<file path="config.mk">
export PLATFORM = sky130hd
export DESIGN_NAME = nes_pad_reader_flat
export DESIGN_NICKNAME = d
export VERILOG_FILES = /design/src/rtl/nes_pad_reader_if.sv /design/src/rtl/nes_pad_reader.sv /design/src/flat_wrapper.sv
export SDC_FILE = /design/constraint.sdc
export NUM_CORES = 1
export LEC_CHECK = 0
export ABC_AREA = 1
export ABC_CLOCK_PERIOD_IN_PS = 1600
export BUFFER_PORTS_ARGS = -buffer_cell sky130_fd_sc_hd__clkbuf_2
export CORE_UTILIZATION = 40
export CTS_CLUSTER_DIAMETER = 100
export DETAILED_ROUTE_END_ITERATION = 6
export GPL_TIMING_DRIVEN = 0
export PLACE_DENSITY = 0.66
export SLEW_MARGIN = 30
export SYNTH_ARGS = -nofsm -noshare
export SYNTH_HDL_FRONTEND = slang
export SYNTH_SLANG_ARGS = --single-unit
</file>
<file path="constraint.sdc">
create_clock -name clk -period 1.6 [get_ports clk]
set_clock_uncertainty 0.15 [all_clocks]
set_input_delay 0.24 -clock clk [delete_from_list [all_inputs] [get_ports clk]]
set_output_delay 0.24 -clock clk [all_outputs]
set_load 0.02 [all_outputs]
</file>
<file path="src/rtl/nes_pad_reader_if.sv">
// nes_pad_reader_if
// Groups the host-side request/result signals and the three-wire joypad
// link of one NES pad reader.
//   poll_req   host -> reader   start a poll (ignored while busy)
//   busy       reader -> host   poll in progress
//   valid      reader -> host   one-cycle pulse, buttons just updated
//   buttons    reader -> host   8 buttons, 1 = pressed
//   pad_latch  reader -> pad    parallel-load strobe
//   pad_clk    reader -> pad    shift clock, idles high
//   pad_data   pad -> reader    serial button data (asynchronous)
// master = the reader (initiator of the link), slave = host/pad side.
interface nes_pad_reader_if;
  logic       poll_req;
  logic       busy;
  logic       valid;
  logic [7:0] buttons;
  logic       pad_latch;
  logic       pad_clk;
  logic       pad_data;

  modport master (
    input  poll_req, pad_data,
    output busy, valid, buttons, pad_latch, pad_clk
  );

  modport slave (
    output poll_req, pad_data,
    input  busy, valid, buttons, pad_latch, pad_clk
  );
endinterface

</file>
<file path="src/rtl/nes_pad_reader.sv">
// nes_pad_reader
// Polls a 4021-based NES gamepad and presents its eight buttons as an
// active-high parallel word. Each protocol phase lasts 2^CLK_DIV_BITS cycles;
// one poll takes 16 phases.
// Ports:
//   clk  system clock
//   rst  asynchronous active-high reset
//   bus  nes_pad_reader_if.master (poll_req/busy/valid/buttons host side,
//        pad_latch/pad_clk/pad_data joypad side)
//
// state   | meaning
// --------+---------------------------------------------------------
// IDLE    | waiting for poll_req; pad_latch low, pad_clk high
// LATCH   | pad_latch high for one phase, pad loads its buttons
// READ_LO | pad_clk low; bit sampled at the end of the phase
// READ_HI | pad_clk high; pad shifts the next bit out
module nes_pad_reader #(
  parameter int   CLK_DIV_BITS = 8,
  parameter logic INVERT_DATA  = 1'b1
) (
  input  logic           clk,
  input  logic           rst,
  nes_pad_reader_if.master bus
);

  typedef enum logic [1:0] {IDLE, LATCH, READ_LO, READ_HI} state_t;

  state_t                  state_q, state_d;
  logic [CLK_DIV_BITS-1:0] clk_div_q, clk_div_d;
  logic [2:0]              bit_cnt_q, bit_cnt_d;
  logic [7:0]              shreg_q, shreg_d;
  logic [7:0]              buttons_q, buttons_d;
  logic                    pad_latch_q, pad_latch_d;
  logic                    pad_clk_q, pad_clk_d;
  logic                    busy_q, busy_d;
  logic                    valid_q, valid_d;
  logic [1:0]              sync_q;
  logic                    data_s;
  logic                    tick;

  assign data_s = sync_q[1] ^ INVERT_DATA;
  assign tick   = &clk_div_q;

  always_ff @(posedge clk or posedge rst) begin
    if (rst) begin
      state_q     <= IDLE;
      clk_div_q   <= '0;
      bit_cnt_q   <= '0;
      shreg_q     <= '0;
      buttons_q   <= '0;
      pad_latch_q <= 1'b0;
      pad_clk_q   <= 1'b1;
      busy_q      <= 1'b0;
      valid_q     <= 1'b0;
      sync_q      <= '0;
    end else begin
      state_q     <= state_d;
      clk_div_q   <= clk_div_d;
      bit_cnt_q   <= bit_cnt_d;
      shreg_q     <= shreg_d;
      buttons_q   <= buttons_d;
      pad_latch_q <= pad_latch_d;
      pad_clk_q   <= pad_clk_d;
      busy_q      <= busy_d;
      valid_q     <= valid_d;
      sync_q      <= {sync_q[0], bus.pad_data};
    end
  end

  always_comb begin
    state_d     = state_q;
    bit_cnt_d   = bit_cnt_q;
    shreg_d     = shreg_q;
    buttons_d   = buttons_q;
    pad_latch_d = pad_latch_q;
    pad_clk_d   = pad_clk_q;
    busy_d      = busy_q;
    valid_d     = 1'b0;
    // Phase counter runs only during a poll and restarts every phase.
    if (state_q == IDLE || tick) clk_div_d = '0;
    else                         clk_div_d = clk_div_q + CLK_DIV_BITS'(1);

    case (state_q)
      IDLE: begin
        if (bus.poll_req) begin
          state_d     = LATCH;
          pad_latch_d = 1'b1;
          busy_d      = 1'b1;
        end
      end
      LATCH: begin
        if (tick) begin
          state_d     = READ_LO;
          pad_latch_d = 1'b0;
          pad_clk_d   = 1'b0;
          bit_cnt_d   = '0;
        end
      end
      READ_LO: begin
        if (tick) begin
          // A arrives first, so after eight shifts it lands in bit 0.
          shreg_d   = {data_s, shreg_q[7:1]};
          pad_clk_d = 1'b1;
          if (bit_cnt_q == 3'd7) begin
            buttons_d = {data_s, shreg_q[7:1]};
            valid_d   = 1'b1;
            busy_d    = 1'b0;
            state_d   = IDLE;
          end else begin
            state_d   = READ_HI;
          end
        end
      end
      READ_HI: begin
        if (tick) begin
          pad_clk_d = 1'b0;
          bit_cnt_d = bit_cnt_q + 3'd1;
          state_d   = READ_LO;
        end
      end
      default: state_d = IDLE;
    endcase
  end

  assign bus.pad_latch = pad_latch_q;
  assign bus.pad_clk   = pad_clk_q;
  assign bus.busy      = busy_q;
  assign bus.valid     = valid_q;
  assign bus.buttons   = buttons_q;

endmodule

</file>
<file path="src/flat_wrapper.sv">
// flat-port wrapper written by rule: the top's interface ports become plain ports
module nes_pad_reader_flat 
#(
  parameter int   CLK_DIV_BITS = 8,
  parameter logic INVERT_DATA  = 1'b1
)
  (clk, rst, bus_poll_req, bus_pad_data, bus_busy, bus_valid, bus_buttons, bus_pad_latch, bus_pad_clk);
  nes_pad_reader_if bus_i ();
  input  logic clk;
  input  logic rst;
  input wire logic [$bits(bus_i.poll_req)-1:0] bus_poll_req;
  input wire logic [$bits(bus_i.pad_data)-1:0] bus_pad_data;
  output wire logic [$bits(bus_i.busy)-1:0] bus_busy;
  output wire logic [$bits(bus_i.valid)-1:0] bus_valid;
  output wire logic [$bits(bus_i.buttons)-1:0] bus_buttons;
  output wire logic [$bits(bus_i.pad_latch)-1:0] bus_pad_latch;
  output wire logic [$bits(bus_i.pad_clk)-1:0] bus_pad_clk;
  assign bus_i.poll_req = bus_poll_req;
  assign bus_i.pad_data = bus_pad_data;
  assign bus_busy = bus_i.busy;
  assign bus_valid = bus_i.valid;
  assign bus_buttons = bus_i.buttons;
  assign bus_pad_latch = bus_i.pad_latch;
  assign bus_pad_clk = bus_i.pad_clk;
  nes_pad_reader #(.CLK_DIV_BITS(CLK_DIV_BITS), .INVERT_DATA(INVERT_DATA)) u_core (.clk(clk), .rst(rst), .bus(bus_i));
endmodule
</file>
Word level (Yosys, flattened, before mapping)
Cells that the tools add are included.
{"block": "word_totals", "in_bits": 4, "word_cells": 58, "register_bits": 35}
{"block": "op_classes", "add_sub_neg": 2, "reduce_logical": 15, "muxes": 20, "n_bitwise": 1, "n_eq_ne": 10}
{"cell": "$reduce_and A3 Y1", "n": 4}
{"cell": "$ne A2 B1 Y1 const B", "n": 5}
{"cell": "$reduce_and A10 Y1", "n": 1}
{"cell": "$reduce_and A9 Y1", "n": 1}
{"cell": "$add A8 B1 Y8 const B", "n": 1}
{"cell": "$mux W1", "n": 8}
{"cell": "$mux W2", "n": 4}
{"cell": "$mux W8", "n": 1}
{"cell": "$reduce_and A8 Y1", "n": 1}
{"cell": "$reduce_bool A2 Y1", "n": 4}
{"cell": "$mux W3", "n": 2}
{"cell": "$pmux W1 S2", "n": 3}
{"cell": "$pmux W2 S3", "n": 1}
{"cell": "$pmux W3 S2", "n": 1}
{"cell": "$eq A2 B2 Y1 const B", "n": 2}
{"cell": "$reduce_and A4 Y1", "n": 1}
{"cell": "$add A3 B1 Y3 const B", "n": 1}
{"cell": "$eq A3 B3 Y1 const B", "n": 1}
{"cell": "$eq A2 B1 Y1 const B", "n": 1}
{"cell": "$logic_not A2 Y1", "n": 1}
{"cell": "$ne A2 B2 Y1 const B", "n": 1}
{"cell": "$reduce_or A2 Y1", "n": 1}
{"cell": "$logic_or A1 B1 Y1", "n": 1}
{"cell": "$not A1 Y1", "n": 1}

Depth between registers and ports, before layout
Gate-level depths: netlist of run 1.
{"block": "logic_depth", "word_depth": 4, "depth_mapped": 8, "mapped_depth_nobuf": 8}

Worst setup path after synthesis of run 1
OpenSTA, ideal clock, no wires.
{"block": "synth_timing", "kind": "reg-to-reg", "from": "register u_core.bit_cnt_q[0]", "to": "register u_core.buttons_q[7], in the netlist u_core.bus.buttons[7]", "path_stages_with_launch": 9, "arrival_time_ns": 1.160, "required_time_ns": 1.332, "synth_period_minus_slack_ns": 1.428, "n_path_buf": 1, "path_slack_ns": 0.172, "cell_sequence": "dfrtp_1 > ha_1 > ha_1 > inv_1 > nor2_1 > nand3_4 > buf_6 > nand2_1 > o21ai_2"}
{"block": "synth_between", "elab_chain_len": 2}
{"item": "start, declared", "line_no": "nes_pad_reader.sv:30", "source": "logic [2:0] bit_cnt_q, bit_cnt_d;"}
{"item": "start signal, assigned", "line_no": "nes_pad_reader.sv:59", "source": "bit_cnt_q <= bit_cnt_d;"}
{"item": "$eq A3 B3 Y1", "line_no": "nes_pad_reader.sv:104", "source": "if (bit_cnt_q == 3'd7) begin"}
{"item": "$reduce_and A10 Y1 (no source line)"}
{"item": "end signal, assigned", "line_no": "nes_pad_reader.sv:61", "source": "buttons_q <= buttons_d;"}
{"item": "end, declared", "line_no": "nes_pad_reader.sv:32", "source": "logic [7:0] buttons_q, buttons_d;"}
Every way passes these cells.
A chain may end at the register's enable or synchronous reset.

Worst setup path after layout of run 1
{"block": "layout_timing", "from": "register u_core.clk_div_q[0]", "to": "register u_core.buttons_q[3], in the netlist u_core.bus.buttons[3]"}
{"block": "layout_between", "elab_chain_len": 1}
{"item": "start, declared", "line_no": "nes_pad_reader.sv:29", "source": "logic [CLK_DIV_BITS-1:0] clk_div_q, clk_div_d;"}
{"item": "start signal, assigned", "line_no": "nes_pad_reader.sv:58", "source": "clk_div_q <= clk_div_d;"}
{"item": "$reduce_and A10 Y1 (no source line)"}
Every way passes these cells.

==> out/qor.csv, run 1 <==
metric;value;unit
status;finished clean;
setup ws final;0.09235;ns
Rel. slew slack;53.28;%
Crit path top cell by count;nand2_1;
slowest library cell on the worst path;dfrtp_1;
worst setup path class;reg2reg;
Final HPWL DP;1956;um
Mean Syn Cell Area;9.338;um2
Main synth FF type;dfrtp_1;
DR WL/cell;11.73;um
leakage;0.9971;nW
Final min period;1.508;ns
diode count;0;
Detail Route Antenna Nets;0;
main area contributors after synthesis;dfrtp_1 55%, nand2_1 15%, nor2_1 3.5%;
Initial Util;43.61;%
core area;0.003468;mm2
RSZ-0062 raised after global routing;no;
Worst Path Required;1.63;ns
vias in the first global route;1108;
share of layout cells above drive strength 1;22.46;%
largest area contributor in the netlist;dfrtp_1;
switch share;17.78;%
crit path cell chain;ha_1 > nand2_2 > nor2_8 > nand3_4 > buf_6 > nand2_1 > nand2_1;
Buffers on Ports;15;
Pwr Density;1027;mW/mm2
startpoint types;flop;
Final period util;94.23;%
number of library cell types mapped by synthesis;25;
Final #Nets;193;
Yosys reg bits;34;
CTS tree;yes;
clock latency at the later pin of the worst-skew pair;0.29;ns
Remaining DRCs;0;
share of the synthesized area in the top cell type;54.59;%
I/O pins;16;
Max-Cap Viols;0;
share of total power in the clock network;52.4;%
Gate power share;1.3;%
RePlAce Congestion;0.7586;
max incr delay on CP;0.39;ns
delay-heaviest family, CP;simple AND/OR/NAND/NOR gates;
gr ovfl total;0;
# Post-CTS Setup Buffers;0;
syn nets;169;
Crit path buffers/inverters;1;
Root Driver;clkbuf_8;
placement row count;21;
vias per cell;4.837;
power share of the sequential group;46.3;%
Post-synth EDFFs;0;
clk slew on worst S/H paths;0.07;ns
Sink Count;34;
Psw;0.3314;mW
placed cell count;223;
area of placed instances;0.001645;mm2
Die X;63.50;um
worst path arrival time;1.54;ns
Crit Path Max Fanout;10;
Power Total;1.864;mW
pin count of the biggest net entering global routing;35;
Total GRT Usage;16.42;%
die area;0.004032;mm2
top-count cell post-synth;nand2_1;
Area Growth Syn to Fin;20.02;%
die height;63.50;um
first-pass GRT wire length;4802;um
sequential element share of the synthesized area;56.33;%
synth cell count leaders;62 x nand2_1, 33 x dfrtp_1, 14 x nor2_1;
Critical Path End Type;flop;
Least-Margin Pin Slew;0.6998;ns
Place WS;0.04032;ns
Cell Int Power;1.533;mW
Initial DRT Pass Iterations;4;
CTS max path bufs;2;
Mapped Area;0.001513;mm2
via count;1127;
post-route cell area;0.001815;mm2
final hold violations;0;
fmax;663.3;MHz
Sum Neg Setup Slack;0;ns
Final Non-Filler Cells;233;
number of DRC markers in iteration 0;72;
final setup fails;0;
max-slew violations;0;
Peak VDD IR;0.9347;mV
number of buffers created by CTS;5;
min-delay worst type;in2reg;
H-tree Lvls;2;
final wirelength;2734;um
initial antenna violation count;0;
Synth warnings;0;
Gate Count Post-Synth;162;
FFs w/ async S/R, synth;100.0;%
-- worst min-delay path, delay by kind of cell --
kind | cells | cell delay (ns)
buffers and inverters | 3 | 0.19
and+or+nand+nor | 2 | 0.10
-- final timing paths --
path / end / startpoint / slack (ns) / depth (start not counted)
worst max-delay path: u_core.bus.buttons[3]$_DFFE_PP0P_ / u_core.clk_div_q[0]$_DFF_PP0_ / 0.09 / 7
min in group asynchronous: u_core.bus.buttons[7]$_DFFE_PP0P_ / rst / 0.44 / 3
worst min-delay path: u_core.bus.busy$_DFFE_PP0P_ / bus_poll_req / 0.12 / 5
worst min register to register: u_core.sync_q[1]$_DFF_PP0_ / u_core.sync_q[0]$_DFF_PP0_ / 0.21 / 0
worst max register to register: u_core.bus.buttons[3]$_DFFE_PP0P_ / u_core.clk_div_q[0]$_DFF_PP0_ / 0.09 / 7
max in group asynchronous: u_core.bit_cnt_q[1]$_DFFE_PP0P_ / rst / 0.41 / 3
-- state kept, by name, indices dropped and copies added, names as in the netlist --
signal and count:
u_core.bus.pad_clk 1, u_core.bus.valid 1, u_core.state_q 2, u_core.bit_cnt_q 3, u_core.bus.busy 1, u_core.shreg_q 7, u_core.bus.buttons 8, u_core.bus.pad_latch 1
u_core.clk_div_q 8, u_core.sync_q 2
-- metrics by stage --
step	utilization [%]	hold slack, ns
final	52.34	0.1167
after global routing	52.34	0.1650
after CTS	52.13	0.1121
after detailed placement	47.44	0.1977
after global placement	47.44	0.1825
after floorplan	-	0.1214
-- power by group through the flow --
stage	Combinational, mW	Clock [mW]	Sequential [mW]
final	0.0245	0.976	0.863
after global routing	0.0307	1.05	0.863
after CTS	0.0263	1.00	0.863
after detailed placement	0.0227	0	0.880
after global placement	0.0209	0	0.879
after floorplan	0.0135	0	0.879
-- cell type report --
| cell class | count | area (um2) |
|---|---|---|
| buffer | 2 | 25.02 |
| clock buffer | 6 | 82.58 |
| clock inverter | 2 | 60.06 |
| fill | 358 | 1653 |
| inverter | 14 | 52.55 |
| multi-input combinational | 112 | 590.6 |
| sequential | 34 | 852.1 |
| tap | 46 | 57.56 |
| timing repair buffer | 17 | 95.09 |
-- cells by family after synthesis --
group | Yosys count | synth area share, %
adder cells (fa/ha/maj) | 3 | 2.482
AO/OA/AOI/OAI | 8 | 3.060
AND/OR/NAND/NOR | 101 | 33.00
buffers and inverters | 16 | 5.128
flip-flops | 34 | 56.33
-- cells in the final DEF (no fill, tap or decap), drive strengths merged --
cell type / instances
o21ai: 6
clkbuf: 22
dfstp: 1
inv: 14
buf: 1
nand2: 65
ha: 3
o21bai: 1
nor3: 2
nor2: 17
bufinv: 2
or2: 1
a21oi: 1
dlygate4sd3: 2
nand3b: 1
dfrtp: 33
nand3: 7
nand4: 8
-- what timing repair did --
item | in CTS | in global routing
hold buffers | 2 | 0
resized for setup | 0 | 2
endpoints found under the hold margin | 34 | 0
setup endpoints to repair | 0 | 17
-- layer usage --
metal,routed length [um],track usage (%),vias to the layer above,part of all wire (%)
met1,1136,17.21,536,42
met4,83,10.80,0,3.0
li1,-,-,560,-
met2,1387,26.60,23,51
met3,126,7.065,8,4.6
met5,0,0,-,0
(Power assumes the default switching activity.)
==> run 2, diff against run 1 <==
Settings changed: ABC_AREA 1 to unset.
==> run 2 against run 1 <==
Effect of this change:
- the flow now finishes with violations (negative setup slack)
- power is 13% higher
- worst hold slack better by 0.097 ns
- final area is 4.8% higher
- final cell count is 15% lower
- highest routed layer unchanged
- global-route usage is 1.3 points lower
- synthesized cell count is 30% lower
- clock power is 36% lower
- critical endpoint is now u_core.bus.buttons[4]$_DFFE_PP0P_
==> out/qor.csv, run 2 <==
metric;value;unit;change
Psw;0.5994;mW;was 0.3314 mW
area of placed instances;0.001579;mm2;was 0.001645 mm2
Peak VDD IR;0.4716;mV;was 0.9347 mV
min-delay worst type;reg2reg;;was in2reg
main area contributors after synthesis;dfrtp_1 57%, mux2_2 11%, mux2i_1 2.8%;;was dfrtp_1 55%, nand2_1 15%, nor2_1 3.5%
DR WL/cell;14.10;um;was 11.73 um
Final HPWL DP;1662;um;was 1956 um
gr ovfl total;0;;unchanged
pin count of the biggest net entering global routing;35;;unchanged
Total GRT Usage;15.08;%;was 16.42%
share of the synthesized area in the top cell type;57.49;%;was 54.59%
die area;0.003835;mm2;was 0.004032 mm2
FF-to-FF path depth;6;;was 7
max-slew violations;0;;unchanged
Final Non-Filler Cells;198;;was 233
startpoint types;flop;;unchanged
Gate power share;18.6;%;was 1.3%
Detail Route Antenna Nets;0;;unchanged
Seq. cell area;858.3;um2;was 852.1 um2
Remaining DRCs;0;;unchanged
Cell Int Power;1.514;mW;was 1.533 mW
failing checks;negative setup slack;;
Mean Syn Cell Area;12.71;um2;was 9.338 um2
Yosys reg bits;34;;unchanged
placed cell count;174;;was 223
Die X;61.93;um;was 63.50 um
Final #Nets;159;;was 193
setup ws final;-0.1666;ns;was 0.09235 ns
number of buffers created by CTS;5;;unchanged
Critical Path End Type;flop;;unchanged
hold path start;u_core.sync_q[0]$_DFF_PP0_;;was bus_poll_req
number of DRC markers in iteration 0;42;;was 72
Least-Margin Pin Slew;0.6906;ns;was 0.6998 ns
Main synth FF type;dfrtp_1;;unchanged
largest area contributor in the netlist;dfrtp_1;;unchanged
Sink Count;34;;unchanged
syn nets;120;;was 169
first-pass GRT wire length;4064;um;was 4802 um
final setup fails;8;;was 0
Final period util;110.4;%;was 94.23%
Final min period;1.767;ns;was 1.508 ns
diode count;0;;unchanged
number of library cell types mapped by synthesis;30;;was 25
vias per cell;5.111;;was 4.837
area of the multi-input gates;625.6;um2;was 590.6 um2
Worst Path Required;1.67;ns;was 1.63 ns
status;finished, violations left;;was finished clean
clock latency at the later pin of the worst-skew pair;0.33;ns;was 0.29 ns
share of layout cells above drive strength 1;45.39;%;was 22.46%
fill count;276;;was 358
leakage;0.9023;nW;was 0.9971 nW
clk slew on worst S/H paths;0.10;ns;was 0.07 ns
Post-synth EDFFs;0;;unchanged
CTS max path bufs;2;;unchanged
Initial DRT Pass Iterations;4;;unchanged
sequential element share of the synthesized area;59.32;%;was 56.33%
core area;0.003390;mm2;was 0.003468 mm2
die height;61.93;um;was 63.50 um
final hold violations;0;;unchanged
Initial Util;42.38;%;was 43.61%
power share of the sequential group;51.8;%;was 46.3%
post-route cell area;0.001902;mm2;was 0.001815 mm2
initial antenna violation count;0;;unchanged
Crit Path Max Fanout;10;;unchanged
top-count cell post-synth;dfrtp_1;;was nand2_1
Worst Hold Depth;0;;was 5
Rel. slew slack;53.89;%;was 53.28%
Max-Cap Viols;0;;unchanged
Area Growth Syn to Fin;32.40;%;was 20.02%
vias in the first global route;915;;was 1108
via count;1012;;was 1127
Mapped Area;0.001436;mm2;was 0.001513 mm2
I/O pins;16;;unchanged
final wirelength;2791;um;was 2734 um
most common cell after layout, fill and taps aside;dfrtp_1;;was nand2_1
H-tree Lvls;2;;unchanged
synth cell count leaders;33 x dfrtp_1, 14 x mux2_2, 9 x inv_1;;was 62 x nand2_1, 33 x dfrtp_1, 14 x nor2_1
worst reg2reg startpoint;u_core.bit_cnt_q[1]$_DFFE_PP0P_;;was u_core.clk_div_q[0]$_DFF_PP0_
worst path arrival time;1.84;ns;was 1.54 ns
placement row count;21;;unchanged
RePlAce Congestion;0.7875;;was 0.7586
fmax;566.1;MHz;was 663.3 MHz
r2r endpoint;u_core.bus.buttons[4]$_DFFE_PP0P_;;was u_core.bus.buttons[3]$_DFFE_PP0P_
most frequent cells in the layout;28 x dfrtp_1, 15 x clkbuf_2, 10 x buf_4;;was 62 x nand2_1, 33 x dfrtp_1, 15 x clkbuf_2, 13 x nor2_1, 11 x inv_1
switch share;28.36;%;was 17.78%
Pwr Density;1111;mW/mm2;was 1027 mW/mm2
FFs w/ async S/R, synth;100.0;%;unchanged
RSZ-0062 raised after global routing;yes;;was no
Root Driver;clkbuf_4;;was clkbuf_8
worst setup path class;reg2reg;;unchanged
Gate Count Post-Synth;113;;was 162
Buffers on Ports;15;;unchanged
share of total power in the clock network;29.6;%;was 52.4%
Hold Crit Endpoint;u_core.sync_q[1]$_DFF_PP0_;;was u_core.bus.busy$_DFFE_PP0P_
Synth warnings;0;;unchanged
R2R setup slack;-0.17;ns;was 0.09 ns
CTS tree;yes;;unchanged
[run 2: power groups by stage]
stage,clock [mW],sequential (mW),combinational [mW]
CTS,0.649,1.07,0.313
global route,0.674,1.10,0.433
global placement,0,1.09,0.210
floorplan,0,1.07,0.183
finish,0.626,1.09,0.394
detailed placement,0,1.10,0.225
[run 2: routing by layer]
metal	GRT usage [%]	vias up	wire length (um)	part of all wire [%]
met5	0	-	0	0
li1	-	479	-	-
met3	6.211	6	93	3.3
met2	24.27	18	1375	49
met1	18.17	509	1295	46
met4	5.714	0	26	0.93
[run 2: cells by family after synthesis]
kind of cell	Yosys count	share of synthesized area, %
fa+ha+maj	3	2.614
flops	34	59.32
mux	18	13.76
buf+inv	10	2.613
simple gates	31	13.76
xor+xnor	3	1.830
compound gates	14	6.098
[run 2: critical path, stage by stage, from the launching register on]
cell and delay, ns:
dfrtp_1 0.36, ha_1 0.16, ha_2 0.19, nand3b_1 0.12
nor3_4 0.18, buf_12 0.16, mux2_2 0.33
[run 2: how the worst max path moves through the flow]
| stage | slack [ns] | start | end |
|---|---|---|---|
| after floorplan | -0.16 | u_core.bit_cnt_q[0]$_DFFE_PP0P_ | u_core.bus.buttons[0]$_DFFE_PP0P_ |
| after global placement | -0.36 | u_core.clk_div_q[0]$_DFF_PP0_ | u_core.bus.buttons[5]$_DFFE_PP0P_ |
| after detailed placement | -0.42 | u_core.bit_cnt_q[0]$_DFFE_PP0P_ | u_core.bus.buttons[6]$_DFFE_PP0P_ |
| after CTS | -0.15 | u_core.bit_cnt_q[1]$_DFFE_PP0P_ | u_core.bus.buttons[5]$_DFFE_PP0P_ |
| after global routing | -0.21 | u_core.bit_cnt_q[0]$_DFFE_PP0P_ | u_core.bus.buttons[1]$_DFFE_PP0P_ |
| final | -0.17 | u_core.bit_cnt_q[1]$_DFFE_PP0P_ | u_core.bus.buttons[4]$_DFFE_PP0P_ |
[run 2: area by class of cell]
type	count	share of cell area, %
well taps	46	3.026
clock inverters	1	1.579
repair buffers	33	12.89
inverters	9	1.776
multi-input cells	69	32.89
flip-flops and latches	34	45.13
clock buffers	6	2.697
[run 2: metrics by stage]
stage	setup TNS (ns)	setup WS [ns]	util [%]	hold WS, ns	total power [mW]
5_1_grt	-1.878	-0.2105	56.11	0.2262	2.209
2_1_floorplan	-1.129	-0.1613	-	0.1214	1.254
3_5_place_dp	-4.673	-0.4206	46.59	0.1951	1.326
3_3_place_gp	-4.035	-0.3644	46.59	0.1904	1.300
6_report	-1.226	-0.1666	56.11	0.2134	2.114
4_1_cts	-1.076	-0.1450	52.86	0.2180	2.029
[run 2: what timing repair did]
action | in CTS | in global routing
setup endpoints to repair | 21 | 16
setup buffers | 11 | 4
endpoints found under the hold margin | 35 | 0
hold buffers | 3 | 0
resized for setup | 6 | 17
pin swaps | 3 | 2
gates cloned | 0 | 0
